===== src/rtl/seg7_pkg.sv =====
`default_nettype none
// ============================================================================
// Module  : seg7_pkg
// Brief   : Shared types, constants and hex decoder for the 7-segment driver.
// Revision: 1.0
// ============================================================================
package seg7_pkg;

    typedef logic [6:0] seg_t;

    localparam seg_t SEG_OFF = 7'h7F;

    // Active-low cathode pattern {g,f,e,d,c,b,a} for one hex nibble.
    function automatic seg_t hex_to_seg(input logic [3:0] hex);
        seg_t seg;
        case (hex)
            4'h0:    seg = 7'h40;
            4'h1:    seg = 7'h79;
            4'h2:    seg = 7'h24;
            4'h3:    seg = 7'h30;
            4'h4:    seg = 7'h19;
            4'h5:    seg = 7'h12;
            4'h6:    seg = 7'h02;
            4'h7:    seg = 7'h78;
            4'h8:    seg = 7'h00;
            4'h9:    seg = 7'h10;
            4'hA:    seg = 7'h08;
            4'hB:    seg = 7'h03;
            4'hC:    seg = 7'h46;
            4'hD:    seg = 7'h21;
            4'hE:    seg = 7'h06;
            default: seg = 7'h0E;
        endcase
        return seg;
    endfunction

endpackage
`default_nettype wire


===== src/rtl/pulse_prescaler.sv =====
`default_nettype none
// ============================================================================
// Module  : pulse_prescaler
// Brief   : Free-running divider emitting a one-cycle tick every PRESCALE clocks.
// Revision: 1.0
// ============================================================================
module pulse_prescaler #(
    parameter int PRESCALE = 100000
) (
    input  logic clock,
    input  logic reset,
    output logic tick
);

    localparam int            CW     = (PRESCALE > 1) ? $clog2(PRESCALE) : 1;
    localparam logic [CW-1:0] c_last = CW'(PRESCALE - 1);
    localparam logic [CW-1:0] c_one  = CW'(1);

    logic [CW-1:0] r_count;

    always_ff @(posedge clock or negedge reset) begin
        if (!reset) begin
            r_count <= '0;
        end else if (r_count == c_last) begin
            r_count <= '0;
        end else begin
            r_count <= r_count + c_one;
        end
    end

    assign tick = (r_count == c_last);

endmodule
`default_nettype wire


===== src/rtl/seg7_scan_driver.sv =====
`default_nettype none
// ============================================================================
// Module  : seg7_scan_driver
// Brief   : Frame-synchronous multiplexed common-anode 7-segment scan driver.
// Revision: 1.0
// ============================================================================
module seg7_scan_driver
    import seg7_pkg::*;
#(
    parameter int N_DIGITS = 8,
    parameter int PRESCALE = 100000,
    parameter int GUARD    = 2
) (
    input  logic                  clock,
    input  logic                  reset,
    input  logic                  load,
    input  logic [4*N_DIGITS-1:0] value,
    input  logic [N_DIGITS-1:0]   dp_mask,
    input  logic                  blank_lz,
    output logic [6:0]            segments,
    output logic                  dp,
    output logic [N_DIGITS-1:0]   anodes,
    output logic                  frame_start
);

    localparam int            IW          = $clog2(N_DIGITS);
    localparam int            GW          = (GUARD > 0) ? $clog2(GUARD + 1) : 1;
    localparam logic [IW-1:0] c_last_idx  = IW'(N_DIGITS - 1);
    localparam logic [IW-1:0] c_idx_one   = IW'(1);
    localparam logic [GW-1:0] c_guard     = GW'(GUARD);
    localparam logic [GW-1:0] c_guard_one = GW'(1);

    logic                  w_tick;
    logic                  w_commit;
    logic [IW-1:0]         r_idx;
    logic [GW-1:0]         r_guard;
    logic [4*N_DIGITS-1:0] r_shadow_value;
    logic [N_DIGITS-1:0]   r_shadow_dp;
    logic [4*N_DIGITS-1:0] r_disp_value;
    logic [N_DIGITS-1:0]   r_disp_dp;
    logic [N_DIGITS-1:0]   r_anodes;
    seg_t                  r_segments;
    logic                  r_dp;
    logic                  r_frame_start;

    logic [3:0]            w_cur_digit;
    logic                  w_cur_dp;
    logic                  w_cur_blank;
    logic                  w_tail_zero;
    logic [N_DIGITS-1:0]   w_sel;

    pulse_prescaler #(
        .PRESCALE (PRESCALE)
    ) u_prescaler (
        .clock (clock),
        .reset (reset),
        .tick  (w_tick)
    );

    assign w_commit = w_tick && (r_idx == c_last_idx);

    always_ff @(posedge clock or negedge reset) begin
        if (!reset) begin
            r_idx   <= '0;
            r_guard <= '0;
        end else begin
            if (w_tick) begin
                r_idx <= (r_idx == c_last_idx) ? '0 : r_idx + c_idx_one;
            end
            if (w_tick) begin
                r_guard <= c_guard;
            end else if (r_guard != '0) begin
                r_guard <= r_guard - c_guard_one;
            end
        end
    end

    // Display only ever takes the shadow at a frame boundary, so a load that
    // coincides with the commit tick waits one more frame.
    always_ff @(posedge clock or negedge reset) begin
        if (!reset) begin
            r_shadow_value <= '0;
            r_shadow_dp    <= '0;
            r_disp_value   <= '0;
            r_disp_dp      <= '0;
            r_frame_start  <= 1'b0;
        end else begin
            if (load) begin
                r_shadow_value <= value;
                r_shadow_dp    <= dp_mask;
            end
            if (w_commit) begin
                r_disp_value <= r_shadow_value;
                r_disp_dp    <= r_shadow_dp;
            end
            r_frame_start <= w_commit;
        end
    end

    // Walk from the most significant digit down so the running all-zero flag
    // tells whether the current digit and everything above it are zero.
    always_comb begin
        w_cur_digit = 4'h0;
        w_cur_dp    = 1'b0;
        w_cur_blank = 1'b0;
        w_tail_zero = 1'b1;
        w_sel       = '0;
        for (int k = N_DIGITS - 1; k >= 0; k--) begin
            w_tail_zero = w_tail_zero && (r_disp_value[4*k +: 4] == 4'h0);
            if (int'(r_idx) == k) begin
                w_cur_digit = r_disp_value[4*k +: 4];
                w_cur_dp    = r_disp_dp[k];
                w_cur_blank = blank_lz && (k != 0) && w_tail_zero;
                w_sel[k]    = 1'b1;
            end
        end
    end

    always_ff @(posedge clock or negedge reset) begin
        if (!reset) begin
            r_anodes   <= '1;
            r_segments <= SEG_OFF;
            r_dp       <= 1'b1;
        end else begin
            r_anodes   <= ((r_guard == '0) && !w_cur_blank) ? ~w_sel : '1;
            r_segments <= w_cur_blank ? SEG_OFF : hex_to_seg(w_cur_digit);
            r_dp       <= w_cur_blank ? 1'b1 : ~w_cur_dp;
        end
    end

    assign anodes      = r_anodes;
    assign segments    = r_segments;
    assign dp          = r_dp;
    assign frame_start = r_frame_start;

endmodule
`default_nettype wire


===== config.mk =====
export PLATFORM = sky130hd
export DESIGN_NAME = seg7_scan_driver
export DESIGN_NICKNAME = d
export VERILOG_FILES = /design/src/rtl/seg7_pkg.sv /design/src/rtl/pulse_prescaler.sv /design/src/rtl/seg7_scan_driver.sv
export SDC_FILE = /design/constraint.sdc
export NUM_CORES = 1
export LEC_CHECK = 0
export ABC_AREA = 0
export ABC_CLOCK_PERIOD_IN_PS = 3700
export BUFFER_PORTS_ARGS = -buffer_cell sky130_fd_sc_hd__buf_2
export CORE_MARGIN = 2
export CORE_UTILIZATION = 50
export CTS_CLUSTER_SIZE = 12
export DETAILED_ROUTE_END_ITERATION = 8
export PLACE_DENSITY = 0.79
export RECOVER_POWER = 100
export SLEW_MARGIN = 20
export SYNTH_ARGS = -nofsm -noshare
export SYNTH_HDL_FRONTEND = slang
export SYNTH_SLANG_ARGS = --single-unit
export TNS_END_PERCENT = 5

===== constraint.sdc =====
create_clock -name clock -period 3.7 [get_ports clock]
set_clock_uncertainty 0.15 [all_clocks]
set_input_delay 0.185 -clock clock [delete_from_list [all_inputs] [get_ports clock]]
set_output_delay 0.185 -clock clock [all_outputs]
set_load 0.03 [all_outputs]

# [Yosys cells after proc, flatten, opt, wreduce, memory -nomap -nowiden]
# Memory sizes are Yosys's and may differ from the RTL's.
# Cells that the tools add are included.
[totals] mem_bits_rw=0 output_inout_bits=17 ff_bits=119 input_bits=44 romBits=112 memories=1 word_cells=92 latch_bits=0
[memory_table] name="(no name shown)" depth=16 width=7 rd=1 rd_ports_with_merged_regs=0 wr=0 line_no="seg7_pkg.sv:16" rtl="case (hex)"
[classes] n_reduce_logical=27 bitwise_logic=2 n_addsub=3 n_mux=39 n_eq_ne=9 magnitude_cmp=0 multipliers=0 shifts=0 n_div=0
[ops] cell="4-bit 2-to-1 mux" n=8
[ops] cell="4-bit logical NOT" n=7
[ops] cell="1-bit 2-to-1 mux" n=25
[ops] cell="17-bit by 1-bit adder with 17-bit output, second input constant" n=1
[ops] cell="17-bit == test, second input constant" n=1
[ops] cell="17-bit 2-to-1 mux" n=1
[ops] cell="3-bit == test, second input constant" n=5
[ops] cell="1-bit logical AND" n=15
[ops] cell="8-bit 2-to-1 mux" n=1
[ops] cell="8-bit NOT" n=1
[ops] cell="7-bit 2-to-1 mux" n=1
[ops] cell="3-bit by 2-bit == test with 1-bit output, second input constant" n=2
[ops] cell="2-bit 2-to-1 mux" n=2
[ops] cell="2-bit nonzero test" n=2
[ops] cell="3-bit by 1-bit adder with 3-bit output, second input constant" n=1
[ops] cell="3-bit by 1-bit == test with 1-bit output, second input constant" n=1
[ops] cell="3-bit logical NOT" n=1
[ops] cell="3-bit 2-to-1 mux" n=1
[ops] cell="2-bit logical NOT" n=1
[ops] cell="2-bit by 1-bit subtractor with 2-bit output, second input constant" n=1
[ops] cell="1-bit logical NOT" n=1
[ops] cell="1-bit NOT" n=1

# [Depth between registers and ports, before layout]
[logic_depth] depth_word=13 mapped_depth=14 depth_no_buf=12

# [By module]
# From an unflattened synthesis, not the netlist that was laid out.
[unflattened] cells_unflattened=455 hier_area_um2=5549.1
[by_module_without_submodules] module="seg7_scan_driver" instances=1 seq_area_each_um2=2572.5 cells_each=381 area_each_um2=4755.8
[by_module_without_submodules] module="pulse_prescaler" instances=1 seq_area_each_um2=425.4 cells_each=74 area_each_um2=793.3

# [Worst setup path after synthesis]
# No wires, ideal clock.
[synth_timing] path_kind="flip-flop to flip-flop" start="register r_idx[2]" end="register r_segments[3] (netlist: segments[3])" required_time_ps=3466 setup_ps=84 arrival_time_ps=2496 stages_incl_launch_ff=14 slack_ps=971 period_less_slack_ps=2729 path_buffers=2 cell_sequence="dfrtp_1 inv_1 buf_2 ha_1 clkbuf_1 nor3b_1 a31oi_1 a21oi_1 a21oi_1 inv_1 ha_1 nor2b_1 a211oi_1 o21ai_1"
[synth_via] elab_chain_cells=11 word_cells_on_any_way=26 cone_classes="7 x eq/ne; 17 x mux; 1 x reduce/logical; 1 x memory"
[synth_lines] item="from (decl)" line_no="seg7_scan_driver.sv:35" rtl="logic [IW-1:0] r_idx;"
[synth_lines] item="from (signal assigned)" line_no="seg7_scan_driver.sv:68" rtl="r_idx <= (r_idx == c_last_idx) ? '0 : r_idx + c_idx_one;"
[synth_lines] item="3-bit by 1-bit == test with 1-bit output" line_no="seg7_scan_driver.sv:110" rtl="if (int'(r_idx) == k) begin"
[synth_lines] item="4-bit 2-to-1 mux (8 in series)" line_no="seg7_scan_driver.sv:110"
[synth_lines] item="memory read 16 x 7 bit"
[synth_lines] item="7-bit 2-to-1 mux *" line_no="seg7_scan_driver.sv:126" rtl="r_segments <= w_cur_blank ? SEG_OFF : hex_to_seg(w_cur_digit);"
[synth_lines] item="to (signal assigned)" line_no="seg7_scan_driver.sv:126"
[synth_lines] item="to (decl)" line_no="seg7_scan_driver.sv:42" rtl="seg_t r_segments;"
# Mark *: on every way between the ends. The rest lies on a longest branch, timed or not.
# A chain may end at the register's enable or synchronous reset.

# [Worst setup path after layout]
# Same ends and word-level chain as after synthesis.

==> run metrics <==
worst setup margin a little under 0.5 ns; layout cells sized above 1 21.21%; Cell Area, Synth around 5500 um2; largest net degree at the start of global routing 89; setup_tns 0 ns; Critical R2R Launch r_idx[2]; EDFF count, synth 0; failing checks capacitance limit, slew limit; clk slew on worst S/H paths 0.06 ns; setup repair bufs after CTS 0; worst skew pair latency 0.51 ns; IO Pins 61; post-route ant nets 0; slowest stage delay, CP 0.45 ns; Pre-antenna DRT Iters 7; worst reg2reg endpoint segments[3]; WP data arrival 3.44 ns; aggregate global routing overflow 0; Vias about 4300; Synth Register Bits 119; RSZ-0062 raised after global routing no; DR WL/cell 15.10 um; Worst Hold Slack 0.2918 ns; post-synth top area share between 40% and 50%; core area 10750 um2; final wirelength 11.87 mm; Die Area 11760 um2; endpoints failing hold 0; leak pwr 3.160 nW; initial antenna violation count 0; drc violations 0; simple-gate share of the synthesized area 18.41%; Peak supply drop 0.3395 mV; TritonCTS Buffers 17; Setup crit start kind flip-flop; CP endpoint segments[3]; vias in the first global route 4262; Reg2Reg Depth 12; Antenna diodes 0; CTS Sinks 119; largest area contributor in the netlist dfrtp_1; Yosys Warn Count 0; CTS Hold Bufs 42; Setup crit start r_idx[2]; first-pass GRT wire length 20.21 mm; Max-cap violations 2; P&R area growth vs syn 25.34%; Tmin final approximately 3.2 ns; status finished, violations left; Peak Freq 312.2 MHz; count leader, synth nand2_1; XOR/XNOR Fraction of Synth Area 2.568%; Mapped Nets a little under 600; Mean Syn Cell Area between 10 and 15 um2; Row Count 38; largest cells by area after synthesis dfrtp_1 47%, nand2_1 9.5%, mux2_2 8.3%; compound-gate portion of the synthesized area 8.255%; max-slew violations 130; die width 108.5 um; Seq/Total Area, Yosys about 55%; CP max FO 25; PD cells 473.8 nW/um2; count of cell types in the netlist 52; cells along the critical path clkbuf_2 > ha_1 > nand2_1 > o22ai_1 > a31oi_1 > a21oi_1 > a21oi_1 > inv_1 > ha_1 > nor2b_1 > a211oi_1 > o21ai_0; Post-synth top cells 138 x nand2_1, 103 x dfrtp_1, 40 x mux2_2; Worst Tran Pin Value 2.084 ns; initial cell density of the core roughly half; H-Tree Depth 4; vias per cell 5.416; HPWL after DPL 7.697 mm; CP Class reg -> reg; Clock Path Buffers 2; Layout fillers slightly below 900; max_slew headroom -38.92%; TritonCTS clock tree yes; Async SR Flop Fraction 100.0%; starting DRC count in detailed routing 378; Slowest cell on crit path ha_1; post-cts sizing count 0; Worst R2R Setup Slack 0.50 ns; RePlAce Congestion 0.9000; Hold Path Class in -> reg; mux contribution to synthesized area under 10%; ratio of final minimum period to clock period 86.57%; Total Power 3.240 mW; hold path cells 3; Setup crit end kind flip-flop; Most used DFF post-synth dfrtp_1; final setup vio count 0; final net count 692; CP required 3.93 ns; GRT Overall Usage between 20% and 30%; Die H 108.5 um; port bufs 60; Synth Area in Adders about 3.2%; largest family of logic cells by synthesized area simple AND/OR/NAND/NOR gates; DP Worst Slack about 0.7 ns; Root Driver clkbuf_8; Mapped Cells 531
layer usage:
metal / vias to the layer above / wire, um / track usage, %
li1: 2011 / - / -
met1: 2085 / 5214 / 27.72
met2: 137 / 5900 / 36.92
met3: 24 / 523 / 5.485
met4: 0 / 232 / 8.059
met5: - / 0 / 0
cells in the final DEF (no fill, tap or decap), types with 5 or more instances in the layout:
cell type / n
a211oi_1: 5
inv_1: 15
a31oi_1: 6
mux2_2: 40
ha_1: 14
o21ai_0: 14
nor2_1: 30
dfstp_2: 16
nand2_1: 137
nand4_1: 7
o21ai_1: 6
clkbuf_16: 16
nor4_1: 8
xnor2_1: 9
nor2b_1: 7
xor2_1: 7
clkbuf_8: 6
dfrtp_1: 103
buf_2: 41
clkbuf_1: 24
nand3_1: 18
and3_1: 7
dlygate4sd3_1: 42
a21oi_1: 13
through the flow:
stage	instances	utilization (%)	cell area, um2
global route	786	63.65	6839
floorplan	531	-	5456
detailed placement	713	54.53	5859
CTS	786	64.30	6909
finish	786	63.65	6839
global placement	713	54.53	5859
power by group:
group / switching, mW / internal (mW) / leakage [nW]
clock: 0.551 / 1.18 / 0.310
combinational: 0.0547 / 0.0857 / 1.35
sequential: 0.0251 / 1.35 / 1.50
how the worst min path moves through the flow:
stage / start / end / slack, ns
2_1_floorplan: reset / frame_start / -0.26
3_3_place_gp: value[12] / r_shadow_value[12] / 0.27
3_5_place_dp: value[20] / r_shadow_value[20] / 0.27
4_1_cts: load / r_shadow_value[15] / 0.26
5_1_grt: value[19] / r_shadow_value[19] / 0.29
6_report: value[26] / r_shadow_value[26] / 0.29
area by class of cell:
cell class | instances | area, um2 | area share (%)
clock buffer | 23 | 486.7 | 7.117
sequential | 119 | 2998 | 43.83
tap | 140 | 175.2 | 2.561
inverter | 17 | 63.81 | 0.9330
multi-input combinational | 368 | 2228 | 32.58
clock inverter | 8 | 142.6 | 2.086
timing repair buffer | 111 | 744.5 | 10.89
registers in the layout, indices dropped and copies added, names as in the netlist:
name                 cells
frame_start              1
r_disp_value            32
r_idx                    3
segments                 7
dp                       1
r_shadow_value          32
r_shadow_dp              8
r_guard                  2
anodes                   8
r_disp_dp                8
u_prescaler.r_count     17
worst max-delay path, delay by kind of cell (launching register included):
| kind | cells | cell delay, ns |
|---|---|---|
| buffers and inverters | 2 | 0.47 |
| AOI/OAI and AO/OA | 6 | 1.06 |
| and+or+nand+nor | 2 | 0.29 |
| DFF | 1 | 0.38 |
| adders and majority gates | 2 | 0.71 |
logic make-up after synthesis:
| logic type | Yosys count |
|---|---|
| adder cells (fa/ha/maj) | 14 |
| XOR/XNOR | 16 |
| flip-flops | 119 |
| multiplexers | 43 |
| AND/OR/NAND/NOR | 228 |
| AO/OA/AOI/OAI | 67 |
| buffers and inverters | 44 |
(Power assumes the default switching activity.)
